## src/rtl/cordic_pkg.sv

```systemverilog
// Shared constants and types for the CORDIC scheduler.
package cordic_pkg;

    localparam int W = 32;

    // Result selector codes.
    localparam logic [2:0] SEL_SIN     = 3'd0;
    localparam logic [2:0] SEL_COS     = 3'd1;
    localparam logic [2:0] SEL_ARCTAN  = 3'd2;
    localparam logic [2:0] SEL_SINH    = 3'd3;
    localparam logic [2:0] SEL_COSH    = 3'd4;
    localparam logic [2:0] SEL_ARCTANH = 3'd5;
    localparam logic [2:0] SEL_EXP     = 3'd6;
    localparam logic [2:0] SEL_ILLEGAL = 3'd7;

    // Named bits of the 5-bit CORDIC mode word (C H R V E, MSB first).
    localparam logic [4:0] CHRVE_C          = 5'b10000;
    localparam logic [4:0] CHRVE_H          = 5'b01000;
    localparam logic [4:0] CHRVE_R          = 5'b00100;
    localparam logic [4:0] CHRVE_V          = 5'b00010;
    localparam logic [4:0] CHRVE_E          = 5'b00001;
    localparam logic [4:0] CHRVE_SINCOS_EXP = 5'b00101;

    typedef enum logic [1:0] {
        ST_IDLE = 2'd0,
        ST_HOLD = 2'd1,
        ST_RESP = 2'd2
    } state_t;

    function automatic logic sel_is_legal(input logic [2:0] sel);
        return sel != SEL_ILLEGAL;
    endfunction

endpackage

```

## src/rtl/cordic_scheduler_if.sv

```systemverilog
// Request/response bundle between requesters and the CORDIC scheduler.
interface cordic_scheduler_if #(
    parameter int N_REQ = 4,
    parameter int W     = cordic_pkg::W
) ();
    localparam int IW = $clog2(N_REQ);

    logic [N_REQ-1:0]   req_valid;
    logic [N_REQ-1:0]   req_ready;
    logic [W*N_REQ-1:0] req_y;
    logic [W*N_REQ-1:0] req_z;
    logic [5*N_REQ-1:0] req_chrve;
    logic [3*N_REQ-1:0] req_sel;

    logic               rsp_valid;
    logic               rsp_ready;
    logic [IW-1:0]      rsp_id;
    logic [W-1:0]       rsp_data;
    logic               rsp_err;

    modport master (
        output req_valid, req_y, req_z, req_chrve, req_sel, rsp_ready,
        input  req_ready, rsp_valid, rsp_id, rsp_data, rsp_err
    );

    modport slave (
        input  req_valid, req_y, req_z, req_chrve, req_sel, rsp_ready,
        output req_ready, rsp_valid, rsp_id, rsp_data, rsp_err
    );
endinterface

```

## src/rtl/rr_arbiter.sv

```systemverilog
// Combinational round-robin arbiter: lowest requesting index at or after ptr wins.
module rr_arbiter #(
    parameter int N_REQ = 4,
    parameter int IW    = $clog2(N_REQ)
) (
    input  logic [N_REQ-1:0] i_req,
    input  logic [IW-1:0]    i_ptr,
    output logic [N_REQ-1:0] o_gnt,
    output logic [IW-1:0]    o_idx,
    output logic             o_any
);

    // First pass covers indices >= ptr; the second pass wraps to the low indices.
    always_comb begin
        o_gnt = '0;
        o_idx = '0;
        o_any = 1'b0;
        for (int i = 0; i < N_REQ; i++) begin
            if (!o_any && i_req[i] && (i >= int'(i_ptr))) begin
                o_any    = 1'b1;
                o_gnt[i] = 1'b1;
                o_idx    = IW'(i);
            end
        end
        for (int i = 0; i < N_REQ; i++) begin
            if (!o_any && i_req[i]) begin
                o_any    = 1'b1;
                o_gnt[i] = 1'b1;
                o_idx    = IW'(i);
            end
        end
    end

endmodule

```

## src/rtl/cordic_scheduler.sv

```systemverilog
// Time-shares one CORDIC core among N_REQ requesters: grant, hold operands
// for LAT cycles, capture the selected result and return it with the owner id.
module cordic_scheduler #(
    parameter int N_REQ = 4,
    parameter int LAT   = 32,
    parameter int W     = cordic_pkg::W
) (
    input  logic             clk,
    input  logic             rst,
    cordic_scheduler_if.slave bus,
    output logic [W-1:0]     o_cordic_y,
    output logic [W-1:0]     o_cordic_z,
    output logic [4:0]       o_cordic_chrve,
    input  logic [W-1:0]     i_sin,
    input  logic [W-1:0]     i_cos,
    input  logic [W-1:0]     i_arctan_y,
    input  logic [W-1:0]     i_sinh,
    input  logic [W-1:0]     i_cosh,
    input  logic [W-1:0]     i_arctanh_y,
    input  logic [W-1:0]     i_exp
);
    import cordic_pkg::*;

    localparam int IW = $clog2(N_REQ);
    localparam int CW = $clog2(LAT + 1);

    state_t         r_state;
    state_t         w_state_nxt;
    logic [IW-1:0]  r_ptr;
    logic [IW-1:0]  r_gid;
    logic [IW-1:0]  r_rsp_id;
    logic [CW-1:0]  r_cnt;
    logic [W-1:0]   r_y;
    logic [W-1:0]   r_z;
    logic [4:0]     r_chrve;
    logic [2:0]     r_sel;
    logic [W-1:0]   r_rsp_data;
    logic           r_rsp_err;

    logic [N_REQ-1:0] w_gnt;
    logic [IW-1:0]    w_gidx;
    logic             w_any;
    logic             w_accept;
    logic             w_capture;
    logic             w_done;
    logic [W-1:0]     w_req_y;
    logic [W-1:0]     w_req_z;
    logic [4:0]       w_req_chrve;
    logic [2:0]       w_req_sel;
    logic [W-1:0]     w_sel_data;

    rr_arbiter #(.N_REQ(N_REQ), .IW(IW)) u_arb (
        .i_req (bus.req_valid),
        .i_ptr (r_ptr),
        .o_gnt (w_gnt),
        .o_idx (w_gidx),
        .o_any (w_any)
    );

    // Pick the winning requester's operand slices.
    always_comb begin
        w_req_y     = '0;
        w_req_z     = '0;
        w_req_chrve = '0;
        w_req_sel   = '0;
        for (int i = 0; i < N_REQ; i++) begin
            if (w_gnt[i]) begin
                w_req_y     = bus.req_y[i*W +: W];
                w_req_z     = bus.req_z[i*W +: W];
                w_req_chrve = bus.req_chrve[i*5 +: 5];
                w_req_sel   = bus.req_sel[i*3 +: 3];
            end
        end
    end

    // Select the core output named by the latched selector; illegal gives 0.
    always_comb begin
        w_sel_data = '0;
        case (r_sel)
            SEL_SIN:     w_sel_data = i_sin;
            SEL_COS:     w_sel_data = i_cos;
            SEL_ARCTAN:  w_sel_data = i_arctan_y;
            SEL_SINH:    w_sel_data = i_sinh;
            SEL_COSH:    w_sel_data = i_cosh;
            SEL_ARCTANH: w_sel_data = i_arctanh_y;
            SEL_EXP:     w_sel_data = i_exp;
            default:     w_sel_data = '0;
        endcase
    end

    // Next-state and handshake decode; ready is masked while reset is held so
    // a pending requester never sees a strobe that cannot be honoured.
    always_comb begin
        w_state_nxt   = r_state;
        w_accept      = 1'b0;
        w_capture     = 1'b0;
        w_done        = 1'b0;
        bus.req_ready = '0;
        bus.rsp_valid = 1'b0;
        case (r_state)
            ST_IDLE: begin
                if (!rst) begin
                    bus.req_ready = w_gnt;
                end
                if (w_any) begin
                    w_accept    = 1'b1;
                    w_state_nxt = ST_HOLD;
                end
            end
            ST_HOLD: begin
                if (r_cnt == CW'(1)) begin
                    w_capture   = 1'b1;
                    w_state_nxt = ST_RESP;
                end
            end
            ST_RESP: begin
                bus.rsp_valid = 1'b1;
                if (bus.rsp_ready) begin
                    w_done      = 1'b1;
                    w_state_nxt = ST_IDLE;
                end
            end
            default: w_state_nxt = ST_IDLE;
        endcase
    end

    // State register.
    always_ff @(posedge clk or posedge rst) begin
        if (rst) r_state <= ST_IDLE;
        else     r_state <= w_state_nxt;
    end

    // Latch the winner on accept and count the settle time down in HOLD.
    always_ff @(posedge clk or posedge rst) begin
        if (rst) begin
            r_y     <= '0;
            r_z     <= '0;
            r_chrve <= '0;
            r_sel   <= '0;
            r_gid   <= '0;
            r_cnt   <= '0;
        end else if (w_accept) begin
            r_y     <= w_req_y;
            r_z     <= w_req_z;
            r_chrve <= w_req_chrve;
            r_sel   <= w_req_sel;
            r_gid   <= w_gidx;
            r_cnt   <= CW'(LAT);
        end else if (r_state == ST_HOLD) begin
            r_cnt   <= r_cnt - 1'b1;
        end
    end

    // Capture the response on the last HOLD edge; it stays put through RESP.
    always_ff @(posedge clk or posedge rst) begin
        if (rst) begin
            r_rsp_data <= '0;
            r_rsp_err  <= 1'b0;
            r_rsp_id   <= '0;
        end else if (w_capture) begin
            r_rsp_data <= w_sel_data;
            r_rsp_err  <= !sel_is_legal(r_sel);
            r_rsp_id   <= r_gid;
        end
    end

    // Rotation pointer advances only when a response completes.
    always_ff @(posedge clk or posedge rst) begin
        if (rst)         r_ptr <= '0;
        else if (w_done) r_ptr <= (r_gid == IW'(N_REQ - 1)) ? '0 : r_gid + 1'b1;
    end

    assign o_cordic_y     = r_y;
    assign o_cordic_z     = r_z;
    assign o_cordic_chrve = r_chrve;
    assign bus.rsp_id     = r_rsp_id;
    assign bus.rsp_data   = r_rsp_data;
    assign bus.rsp_err    = r_rsp_err;

endmodule

```

## src/flat_wrapper.sv

```systemverilog
// flat-port wrapper written by rule: the top's interface ports become plain ports
module cordic_scheduler_flat import cordic_pkg::*;
#(
    parameter int N_REQ = 4,
    parameter int LAT   = 32,
    parameter int W     = cordic_pkg::W
)
  (clk, rst, o_cordic_y, o_cordic_z, o_cordic_chrve, i_sin, i_cos, i_arctan_y, i_sinh, i_cosh, i_arctanh_y, i_exp, bus_req_valid, bus_req_y, bus_req_z, bus_req_chrve, bus_req_sel, bus_rsp_ready, bus_req_ready, bus_rsp_valid, bus_rsp_id, bus_rsp_data, bus_rsp_err);
  cordic_scheduler_if #(.N_REQ(N_REQ), .W(W)) bus_i ();
  input  logic clk;
  input  logic rst;
  output logic [W-1:0] o_cordic_y;
  output logic [W-1:0] o_cordic_z;
  output logic [4:0] o_cordic_chrve;
  input  logic [W-1:0] i_sin;
  input  logic [W-1:0] i_cos;
  input  logic [W-1:0] i_arctan_y;
  input  logic [W-1:0] i_sinh;
  input  logic [W-1:0] i_cosh;
  input  logic [W-1:0] i_arctanh_y;
  input  logic [W-1:0] i_exp;
  input wire logic [$bits(bus_i.req_valid)-1:0] bus_req_valid;
  input wire logic [$bits(bus_i.req_y)-1:0] bus_req_y;
  input wire logic [$bits(bus_i.req_z)-1:0] bus_req_z;
  input wire logic [$bits(bus_i.req_chrve)-1:0] bus_req_chrve;
  input wire logic [$bits(bus_i.req_sel)-1:0] bus_req_sel;
  input wire logic [$bits(bus_i.rsp_ready)-1:0] bus_rsp_ready;
  output wire logic [$bits(bus_i.req_ready)-1:0] bus_req_ready;
  output wire logic [$bits(bus_i.rsp_valid)-1:0] bus_rsp_valid;
  output wire logic [$bits(bus_i.rsp_id)-1:0] bus_rsp_id;
  output wire logic [$bits(bus_i.rsp_data)-1:0] bus_rsp_data;
  output wire logic [$bits(bus_i.rsp_err)-1:0] bus_rsp_err;
  assign bus_i.req_valid = bus_req_valid;
  assign bus_i.req_y = bus_req_y;
  assign bus_i.req_z = bus_req_z;
  assign bus_i.req_chrve = bus_req_chrve;
  assign bus_i.req_sel = bus_req_sel;
  assign bus_i.rsp_ready = bus_rsp_ready;
  assign bus_req_ready = bus_i.req_ready;
  assign bus_rsp_valid = bus_i.rsp_valid;
  assign bus_rsp_id = bus_i.rsp_id;
  assign bus_rsp_data = bus_i.rsp_data;
  assign bus_rsp_err = bus_i.rsp_err;
  cordic_scheduler #(.N_REQ(N_REQ), .LAT(LAT), .W(W)) u_core (.clk(clk), .rst(rst), .bus(bus_i), .o_cordic_y(o_cordic_y), .o_cordic_z(o_cordic_z), .o_cordic_chrve(o_cordic_chrve), .i_sin(i_sin), .i_cos(i_cos), .i_arctan_y(i_arctan_y), .i_sinh(i_sinh), .i_cosh(i_cosh), .i_arctanh_y(i_arctanh_y), .i_exp(i_exp));
endmodule
```

## config.mk

```make
export PLATFORM = sky130hd
export DESIGN_NAME = cordic_scheduler_flat
export DESIGN_NICKNAME = d
export VERILOG_FILES = /design/src/rtl/cordic_pkg.sv /design/src/rtl/cordic_scheduler_if.sv /design/src/rtl/rr_arbiter.sv /design/src/rtl/cordic_scheduler.sv /design/src/flat_wrapper.sv
export SDC_FILE = /design/constraint.sdc
export NUM_CORES = 1
export LEC_CHECK = 0
export ABC_AREA = 1
export CORE_AREA = 8 8 239 241
export CTS_CLUSTER_SIZE = 8
export DETAILED_ROUTE_END_ITERATION = 6
export DIE_AREA = 0 0 247 249
export GPL_TIMING_DRIVEN = 0
export PLACE_DENSITY = 0.53
export SLEW_MARGIN = 10
export SYNTH_ARGS = -nofsm -noshare
export SYNTH_HDL_FRONTEND = slang
export SYNTH_HIERARCHICAL = 1
export SYNTH_SLANG_ARGS = --single-unit
```

## constraint.sdc

```tcl
create_clock -name clk -period 8.3 [get_ports clk]
set_input_delay 2.49 -clock clk [delete_from_list [all_inputs] [get_ports clk]]
set_output_delay 2.49 -clock clk [all_outputs]
set_load 0.005 [all_outputs]
```

==> run summary <==
• 85 — std cell rows
• 6.21 um2 — Avg Cell Area, Syn
• 17 — number of buffers added by the clock tree synthesis step
• 0.943 — share of the clock period used by the worst path after layout
• 0 — count of final hold-check violations
• 247 um — die outline width
• 72 — largest net degree at the start of global routing
• 0 — overflow left after global routing
• input port — Critical Path Source Type
• flop to flop — path category of the worst min-delay check
• 0.309 — post-synthesis sequential area ratio
• 868 — DRC violation total after the first TritonRoute iteration
• 5 — first-pass iteration count of the detailed router
• 967 ps — actual transition at the worst max-transition pin
• 0.0828 — fraction of final layout cells sized beyond drive strength 1
• primary output — sort of element at the end of the critical path
• 0.0533 mm2 — area inside the core boundary
• clkdlybuf4s50_1 — critical-path cell with the highest stage delay
• 0.355 — worst max-slew margin expressed relative to the limit
• 4 — CTS H-tree depth
• 76600 um — total wire length after detailed routing
• 2 — maximum clock insertion buffer count
• 0 — number of buffers inserted by post-CTS setup repair
• 0 — max cap viols
• 5810 ps — endpoint required time on the critical path
• input port to primary output — start-to-end type of the worst setup path
• 2073 — Synthesized Nets
• 0 — number of nets with antenna violations after detailed routing
• 7.86 nW — Leak
• 5821 — Fillers
• 65700 um — estimated wirelength of the detail-placed design
• 13581 — total via count in the routed design
• 0.00562 mm2 — multi-input gate area in the final layout
• 7830 ps — minimum clock period after layout
• 10 — largest fanout of any net on the critical path
• 2923 — final std cells w/o fill
• clkbuf_16 — clock tree root buffer cell
• 1551 — number of cells produced by synthesis
• 264 mW/mm2 — power density over cell area
• 0.327 — Util after Layout
• 2875 — total instance count after detailed placement
• 4.65 — DR vias/cell
• 15.1 ps — Max Clock Skew
• 6 — Yosys warning total
• 628 — number of primary I/O pins
• 106000 um — first-pass GRT wire length
• clkdlybuf4s50_1 > nand2_2 > nand2_2 > nor2_4 > nand4_2 > nand2_1 > buf_2 > inv_2 > clkbuf_1 > nor3_1 > clkdlybuf4s50_1 — cell chain of the critical path
• false — RSZ-0062 raised after global routing
• 0.239 — GRT Total Usage
• 0 — hold-fix buffers at CTS
• 0 — total DRC errors in the routed layout
• 0.000141 V — Peak supply drop
• 503 ps — worst setup slack after placement
• 5340 ps — critical path data arrival time
• 0 — number of gates resized after CTS
• 14489 — vias in the first global route
• 0.00963 mm2 — post-synthesis cell area
• 38 — number of antenna violations at the first check in global routing
• yes — CTS tree
• 119 — flops & latches, synth
• 1.00 — gpl congestion
• 0.00460 W — post-route total power
• 26.2 um — WL/cell
• 60 ps — clock slew at the register clock pins of the worst setup and hold paths
• 119 — number of sinks driven by the clock tree
• 2720 — final net count
• 440 ps — clock latency reported for the late side of the worst-skew pair
• 0 — Slew Limit Fails
• 0.0615 mm2 — die area
• 0.181 — effective utilization at floorplan
• 0.00298 mm2 — Reg area
• 249 um — Chip Height
• finished clean — run status
• 627 — number of buffers inserted by port buffering
• 470 ps — worst-case setup margin in the final layout
• 0 — count of endpoints failing setup in the final report
• 27 — count of cell types in the netlist
• 81.1% — Area Overhead vs Synth
• 540 ps — Slowest Stage Delay on Critical Path
• 128 MHz — achievable frequency
## per-layer routing
| layer | global-route usage | vias up | wire length [um] |
|---|---|---|---|
| met1 | 0.248 | 6311 | 27300 |
| li1 | - | 6478 | - |
| met5 | 0 | - | 189 |
| met2 | 0.413 | 630 | 37900 |
| met3 | 0.0866 | 132 | 7370 |
| met4 | 0.136 | 30 | 3850 |
## area by class of cell
type / instances / share of cell area
clock inverters: 13 / 0.00897
diodes: 17 / 0.00244
multi-input cells: 1236 / 0.322
plain buffers: 137 / 0.0464
well taps: 696 / 0.0499
flip-flops and latches: 119 / 0.171
inverters: 59 / 0.0131
repair buffers: 628 / 0.362
clock buffers: 18 / 0.0246
## Yosys cell counts, drive strengths merged
library cell | count | area share
nand3 | 57 | 0.036
nand2 | 616 | 0.24
clkbuf | 14 | 0.0055
o31ai | 2 | 0.0016
inv | 59 | 0.023
o22ai | 4 | 0.0026
nor2 | 105 | 0.044
nor3 | 3 | 0.0016
nand4 | 149 | 0.097
mux2 | 1 | 0.0012
buf | 123 | 0.079
a21oi | 72 | 0.037
o21ai | 224 | 0.12
ha | 3 | 0.0039
dfrtp | 119 | 0.31
## metrics by stage
stage	hold WS [ps]	cell area, um2	TNS, ps
after CTS	483	17400	0
final	482	17400	0
after global placement	461	16800	-3810
after detailed placement	467	16800	0
after floorplan	459	9630	0
after global routing	504	17400	0
## cell usage in the layout, fill, tap and decap left out
| cell type | netlist | routed |
|---|---|---|
| bufinv_16 | 0 | 3 |
| nor3_1 | 3 | 3 |
| nand2_1 | 612 | 612 |
| buf_4 | 17 | 17 |
| nand2_2 | 4 | 4 |
| buf_8 | 1 | 1 |
| a21oi_1 | 72 | 72 |
| buf_2 | 86 | 86 |
| inv_2 | 10 | 10 |
| ha_1 | 3 | 3 |
| clkinvlp_4 | 0 | 5 |
| buf_1 | 4 | 4 |
| o21ai_0 | 183 | 183 |
| nand3_2 | 12 | 12 |
| nor2_8 | 1 | 1 |
| nor2_4 | 2 | 2 |
| clkdlybuf4s50_1 | 0 | 627 |
| clkbuf_16 | 0 | 17 |
| clkinv_2 | 0 | 4 |
| o31ai_1 | 2 | 2 |
| mux2_2 | 1 | 1 |
| buf_6 | 15 | 15 |
| inv_6 | 0 | 2 |
| o22ai_1 | 4 | 4 |
| o21ai_1 | 41 | 41 |
| inv_4 | 1 | 1 |
| nor2_1 | 102 | 102 |
| clkbuf_1 | 14 | 15 |
| diode_2 | 0 | 17 |
| nand3_1 | 45 | 45 |
| nand4_1 | 148 | 148 |
| inv_1 | 48 | 47 |
| buf_16 | 0 | 1 |
| nand4_2 | 1 | 1 |
| dfrtp_1 | 119 | 119 |
## cells by family after synthesis
family	share of synthesized area
AOI/OAI and AO/OA	0.158
adders and majority gates	0.00390
buffers and inverters	0.107
DFF	0.309
muxes	0.00117
and+or+nand+nor	0.420
## sequential cells by signal, indices dropped and copies added (netlist names)
signal	cells
u_core/r_ptr	2
u_core/o_cordic_y	32
u_core/bus.rsp_data	32
u_core/r_state	2
u_core/bus.rsp_err	1
u_core/o_cordic_chrve	5
u_core/bus.rsp_id	2
u_core/r_sel	3
u_core/r_gid	2
u_core/r_cnt	6
u_core/o_cordic_z	32
## power breakdown
group | internal, W | switching, W | leakage, nW
clock network | 0.000468 | 0.000301 | 0.274
registers | 0.000832 | 0.000161 | 1.47
logic | 0.00117 | 0.00167 | 6.11
total | 0.00247 | 0.00213 | 7.86
## final timing paths
path	from	end	slack, ps	depth (start not counted)
max	bus_req_valid[2]	bus_req_ready[2]	470	11
min	u_core/bus.rsp_data[31]$_DFFE_PP0P_	u_core/bus.rsp_data[31]$_DFFE_PP0P_	480	2
max reg2reg	u_core/r_ptr[0]$_DFFE_PP0P_	u_core/o_cordic_y[27]$_DFFE_PP0P_	5420	12
min reg2reg	u_core/bus.rsp_data[31]$_DFFE_PP0P_	u_core/bus.rsp_data[31]$_DFFE_PP0P_	480	2
max in group asynchronous	rst	u_core/o_cordic_z[7]$_DFFE_PP0P_	4940	3
min in group asynchronous	rst	u_core/o_cordic_y[25]$_DFFE_PP0P_	2540	2
## critical path, delay by kind of cell
kind	cells	cell delay, ps
buffers and inverters	5	2020
and+or+nand+nor	6	810
Power figures use the tool's default switching activity.
==> RTL edit 1 (same flow settings) <==
`LAT` is set to 32 in 2 places; all go to 64.
--- a/src/rtl/cordic_scheduler.sv
+++ b/src/rtl/cordic_scheduler.sv
@@ -3,5 +3,5 @@
 module cordic_scheduler #(
     parameter int N_REQ = 4,
-    parameter int LAT   = 32,
+    parameter int LAT   = 64,
     parameter int W     = cordic_pkg::W
 ) (
--- a/src/flat_wrapper.sv
+++ b/src/flat_wrapper.sv
@@ -3,5 +3,5 @@
 #(
     parameter int N_REQ = 4,
-    parameter int LAT   = 32,
+    parameter int LAT   = 64,
     parameter int W     = cordic_pkg::W
 )
Formal check against the unedited RTL: same outputs for any inputs over 4 cycles, from zero or initial values and one cycle with rst high; that may be too few to reach the edited logic, so the function may still have changed.
==> RTL edit 1 against the original RTL <==
  * Area after synthesis is 1.8% lower
  * Power is 1.4% lower
  * Design area is 0.59% lower
  * Sequential cell count is 1 higher
  * Wire length is 0.83% higher
  * Global-route usage is 0.19 points higher
  * Highest routed layer unchanged
  * Maximum frequency is 0.32% higher
  * Setup slack better by 25 ps
  * Critical path type unchanged
==> RTL edit 1: results (changes against the original RTL) <==
dp_slack_ps: 452  # was 503 ps
cp-startpoint: "bus_req_valid[2]"  # unchanged
p_switching_w: 0.00209  # was 0.00213 W
place.gp.congestion: 0.981  # was 1.00
vias_per_cell: 4.69  # was 4.65
max_stage_delay_ps: 570  # was 540 ps
p_total_w: 0.00454  # was 0.00460 W
wl_mm: 77.2  # was 76.6 mm
fillCellCount: 5878  # was 5,821
min_to: "u_core/o_cordic_z[5]"  # was u_core/bus.rsp_data[31]
hp-start: "u_core/o_cordic_z[5]"  # was u_core/bus.rsp_data[31]
inv_count: 59  # unchanged
nClkBuffers: 19  # was 18
drive_gt1_share_pct: 5.59  # was 8.28%
ys_ff_latch: 120  # was 119
p_seq_share_pct: 21.4  # was 21.6%
finalClockSkew_ps: 8.60  # was 15.1 ps
clkCellAreaFrac_pct: 3.85  # was 3.36%
r2r_slack_ps: 5350  # was 5420 ps
ir_drop_mv: 0.152  # was 0.141 mV
dp_hpwl_mm: 65.6  # was 65.7 mm
dp.cells: 2882  # was 2,875
place_area_sq_um: 16600  # was 16,800 sq um
clock_latency_ps: 470  # was 440 ps
crit_slowest_cell: "clkdlybuf4s50_1"  # unchanged
num_antenna_cells: 13  # was 17
grt_usage_pct: 24.1  # was 23.9%
drt-initial-drc-count: 909  # was 868
crit_arrival_ps: 5320  # was 5340 ps
tightest_slew_ps: 826  # was 967 ps
synth.distinct_cells: 28  # was 27
synthAdderAreaFrac_pct: 0.397  # was 0.390%
yosysSeqAreaShare_pct: 31.8  # was 30.9%
final_nets: 2727  # was 2,720
crit_end: "bus_req_ready[1]"  # was bus_req_ready[2]
cts_root_buffer: "clkbuf_16"  # unchanged
synth_nets: 2080  # was 2,073
final-nonclk-buf-share_pct: 40.1  # was 40.8%
multi_input_cells: 1242  # was 1,236
seq-cell-share_pct: 17.3  # was 17.1%
synthArstFlopShare_pct: 100  # unchanged
synth.area.mux_share_pct: 0.119  # was 0.117%
crit_fanout: 10  # unchanged
fmax_mhz: 128  # about the same
antenna_found_initial: 27  # was 38
synth-compound-area-share_pct: 16.0  # was 15.8%
syn_area_per_cell_sq_um: 6.07  # was 6.21 sq um
leakagePower_nw: 7.74  # was 7.86 nW
power_clock_w: 0.000881  # was 0.000769 W
timing.rr.end: "u_core/r_sel[2]"  # was u_core/o_cordic_y[27]
multiInputGateArea_sq_um: 5580  # was 5620 sq um
seq_area_sq_um: 3000  # was 2980 sq um
netlist_top_cells_area: "dfrtp_1, nand2_1, o21ai_0"  # was dfrtp_1, nand2_1, nand4_1
vias: 13700  # was 13,600
status: "complete, no violations"  # unchanged
holdWs_ps: 480  # was 482 ps
==> RTL edit 1: cell types whose count changed after synthesis, moves of 2 or more <==
cell,delta
nor2_2,+4
buf_4,-4
nor2_1,+2
inv_1,+3
buf_1,+15
o21ai_1,-6
buf_6,-13
nand3_1,+12
o21ai_0,+4
clkbuf_1,+37
inv_2,-3
buf_2,-34
nand3_2,-11
==> RTL edit 1: metal layers <==
metal | up-vias | GRT usage, % | routed length [um]
li1 | 6502 | - | -
met4 | 30 | 11.0 | 3310
met1 | 6434 | 25.9 | 28700
met2 | 658 | 41.8 | 37900
met3 | 116 | 8.62 | 7140
met5 | - | 0 | 192
==> RTL edit 1: worst register-to-register path, delay by kind of cell, from the launching register on <==
kind | cells | cell delay, ps
AOI/OAI and AO/OA | 2 | 610
DFF | 1 | 410
buffers and inverters | 5 | 1260
and+or+nand+nor | 5 | 540
==> RTL edit 2 (same settings) <==
Without the edit above. Make the reset (`rst`) synchronous in 4 clocked blocks.
--- a/src/rtl/cordic_scheduler.sv
+++ b/src/rtl/cordic_scheduler.sv
@@ -126,5 +126,5 @@
 
     // State register.
-    always_ff @(posedge clk or posedge rst) begin
+    always_ff @(posedge clk) begin
         if (rst) r_state <= ST_IDLE;
         else     r_state <= w_state_nxt;
@@ -132,5 +132,5 @@
 
     // Latch the winner on accept and count the settle time down in HOLD.
-    always_ff @(posedge clk or posedge rst) begin
+    always_ff @(posedge clk) begin
         if (rst) begin
             r_y     <= '0;
@@ -153,5 +153,5 @@
 
     // Capture the response on the last HOLD edge; it stays put through RESP.
-    always_ff @(posedge clk or posedge rst) begin
+    always_ff @(posedge clk) begin
         if (rst) begin
             r_rsp_data <= '0;
@@ -166,5 +166,5 @@
 
     // Rotation pointer advances only when a response completes.
-    always_ff @(posedge clk or posedge rst) begin
+    always_ff @(posedge clk) begin
         if (rst)         r_ptr <= '0;
         else if (w_done) r_ptr <= (r_gid == IW'(N_REQ - 1)) ? '0 : r_gid + 1'b1;
Formal check against the unedited RTL: differs if rst is asserted again (counterexample within 4 cycles, from zero or initial values and one cycle with rst high); with rst held inactive, the same outputs for 4 cycles.
==> RTL edit 2 against the original RTL <==
  * Die area unchanged
  * Critical endpoint unchanged
  * Non-clock buffer count down 6
  * Setup slack worse by 15 ps
  * Highest routed layer unchanged
  * Wire length down 2.7%
  * Maximum frequency down 0.19%
  * Design area down 5.2%
  * Via count down 3.4%
  * Area after synthesis down 8.8%
  * Sequential cell count unchanged
  * Register-to-register slack better by 100 ps
Power is not compared: it rests on default switching activity, and its combinational part moved more than twofold at a synthesized area within 25%.
==> RTL edit 2: results (changes against the original RTL) <==
vias_per_cell: 4.61  # was 4.65
antenna_found_initial: 13  # was 38
synthAdderAreaFrac_pct: 0.428  # was 0.390%
met3_length_mm: 6.45  # was 7.37 mm
synth-compound-area-share_pct: 17.2  # was 15.8%
place.gp.congestion: 0.987  # was 1.00
drt-initial-drc-count: 758  # was 868
netlist_top_cells_area: "dfxtp_1, nand2_1, nand4_1"  # was dfrtp_1, nand2_1, nand4_1
pwr-share-comb_pct: 43.5
synthXorXnorAreaFrac_pct: 0.0998  # was 0%
max_stage_delay_ps: 610  # was 540 ps
synthArstFlopShare_pct: 0  # was 100%
yosysSeqAreaShare_pct: 27.1  # was 30.9%
grt_pass1_vias: 13500  # was 14,500
clkCellAreaFrac_pct: 3.55  # was 3.36%
cp_top_family: "buffers and inverters"  # unchanged
dp_hpwl_mm: 64.0  # was 65.7 mm
place_area_sq_um: 15900  # was 16,800 sq um
crit_arrival_ps: 5350  # was 5340 ps
num_antenna_cells: 6  # was 17
multi_input_cells: 1176  # was 1,236
grt_pass1_wl_mm: 102  # was 106 mm
syn_area_per_cell_sq_um: 5.90  # was 6.21 sq um
wl_met1_mm: 27.8  # was 27.3 mm
final_nets: 2656  # was 2,720
grtUsageMet1_pct: 24.3  # was 24.8%
buffers: 759  # was 765
use_met2_pct: 42.7  # was 41.3%
final-nonclk-buf-share_pct: 42.1  # was 40.8%
synth.area.mux_share_pct: 0  # was 0.117%
seq-cell-share_pct: 14.4  # was 17.1%
fillCellCount: 5929  # was 5,821
grt.met3_usage_pct: 7.09  # was 8.66%
status: "complete, no violations"  # unchanged
synth_common_cells: "nand2_1, nand4_1, dfxtp_1, a21oi_1, nor2_1"  # was nand2_1, o21ai_0, nand4_1, dfrtp_1, nor2_1
relSlewSlack_pct: 45.3  # was 35.5%
vias: 13100  # was 13,600
grt_usage_pct: 23.0  # was 23.9%
[RTL edit 2: cell count changes after synthesis, sizes merged, moves of 4 or more]
cell / delta
o211ai: +72
nand2: -33
dfxtp: +119
a21oi: +39
dfrtp: -119
nor2: +8
buf: -37
o21ai: -145
o22ai: -4
clkbuf: +32
[RTL edit 2: worst paths after layout]
check                                           from                  endpoint  slack (ps)  cells after the start
worst max register to register       u_core/r_ptr[1]  u_core/o_cordic_chrve[2]        5520                     13
worst max-delay path                bus_req_valid[1]          bus_req_ready[2]         460                     11
worst min-delay path            u_core/o_cordic_y[6]      u_core/o_cordic_y[6]         450                      2
worst min register to register  u_core/o_cordic_y[6]      u_core/o_cordic_y[6]         450                      2
[RTL edit 2: cells by family after synthesis]
logic type,after synthesis
fa+ha+maj,3
xor+xnor,1
simple gates,907
compound gates,265
flops,119
buf+inv,193
[RTL edit 2: worst min-delay path: cells and delay by family, from the launching register on]
kind             cells  cell delay [ps]
flip-flops           1              310
AND/OR/NAND/NOR      2              100
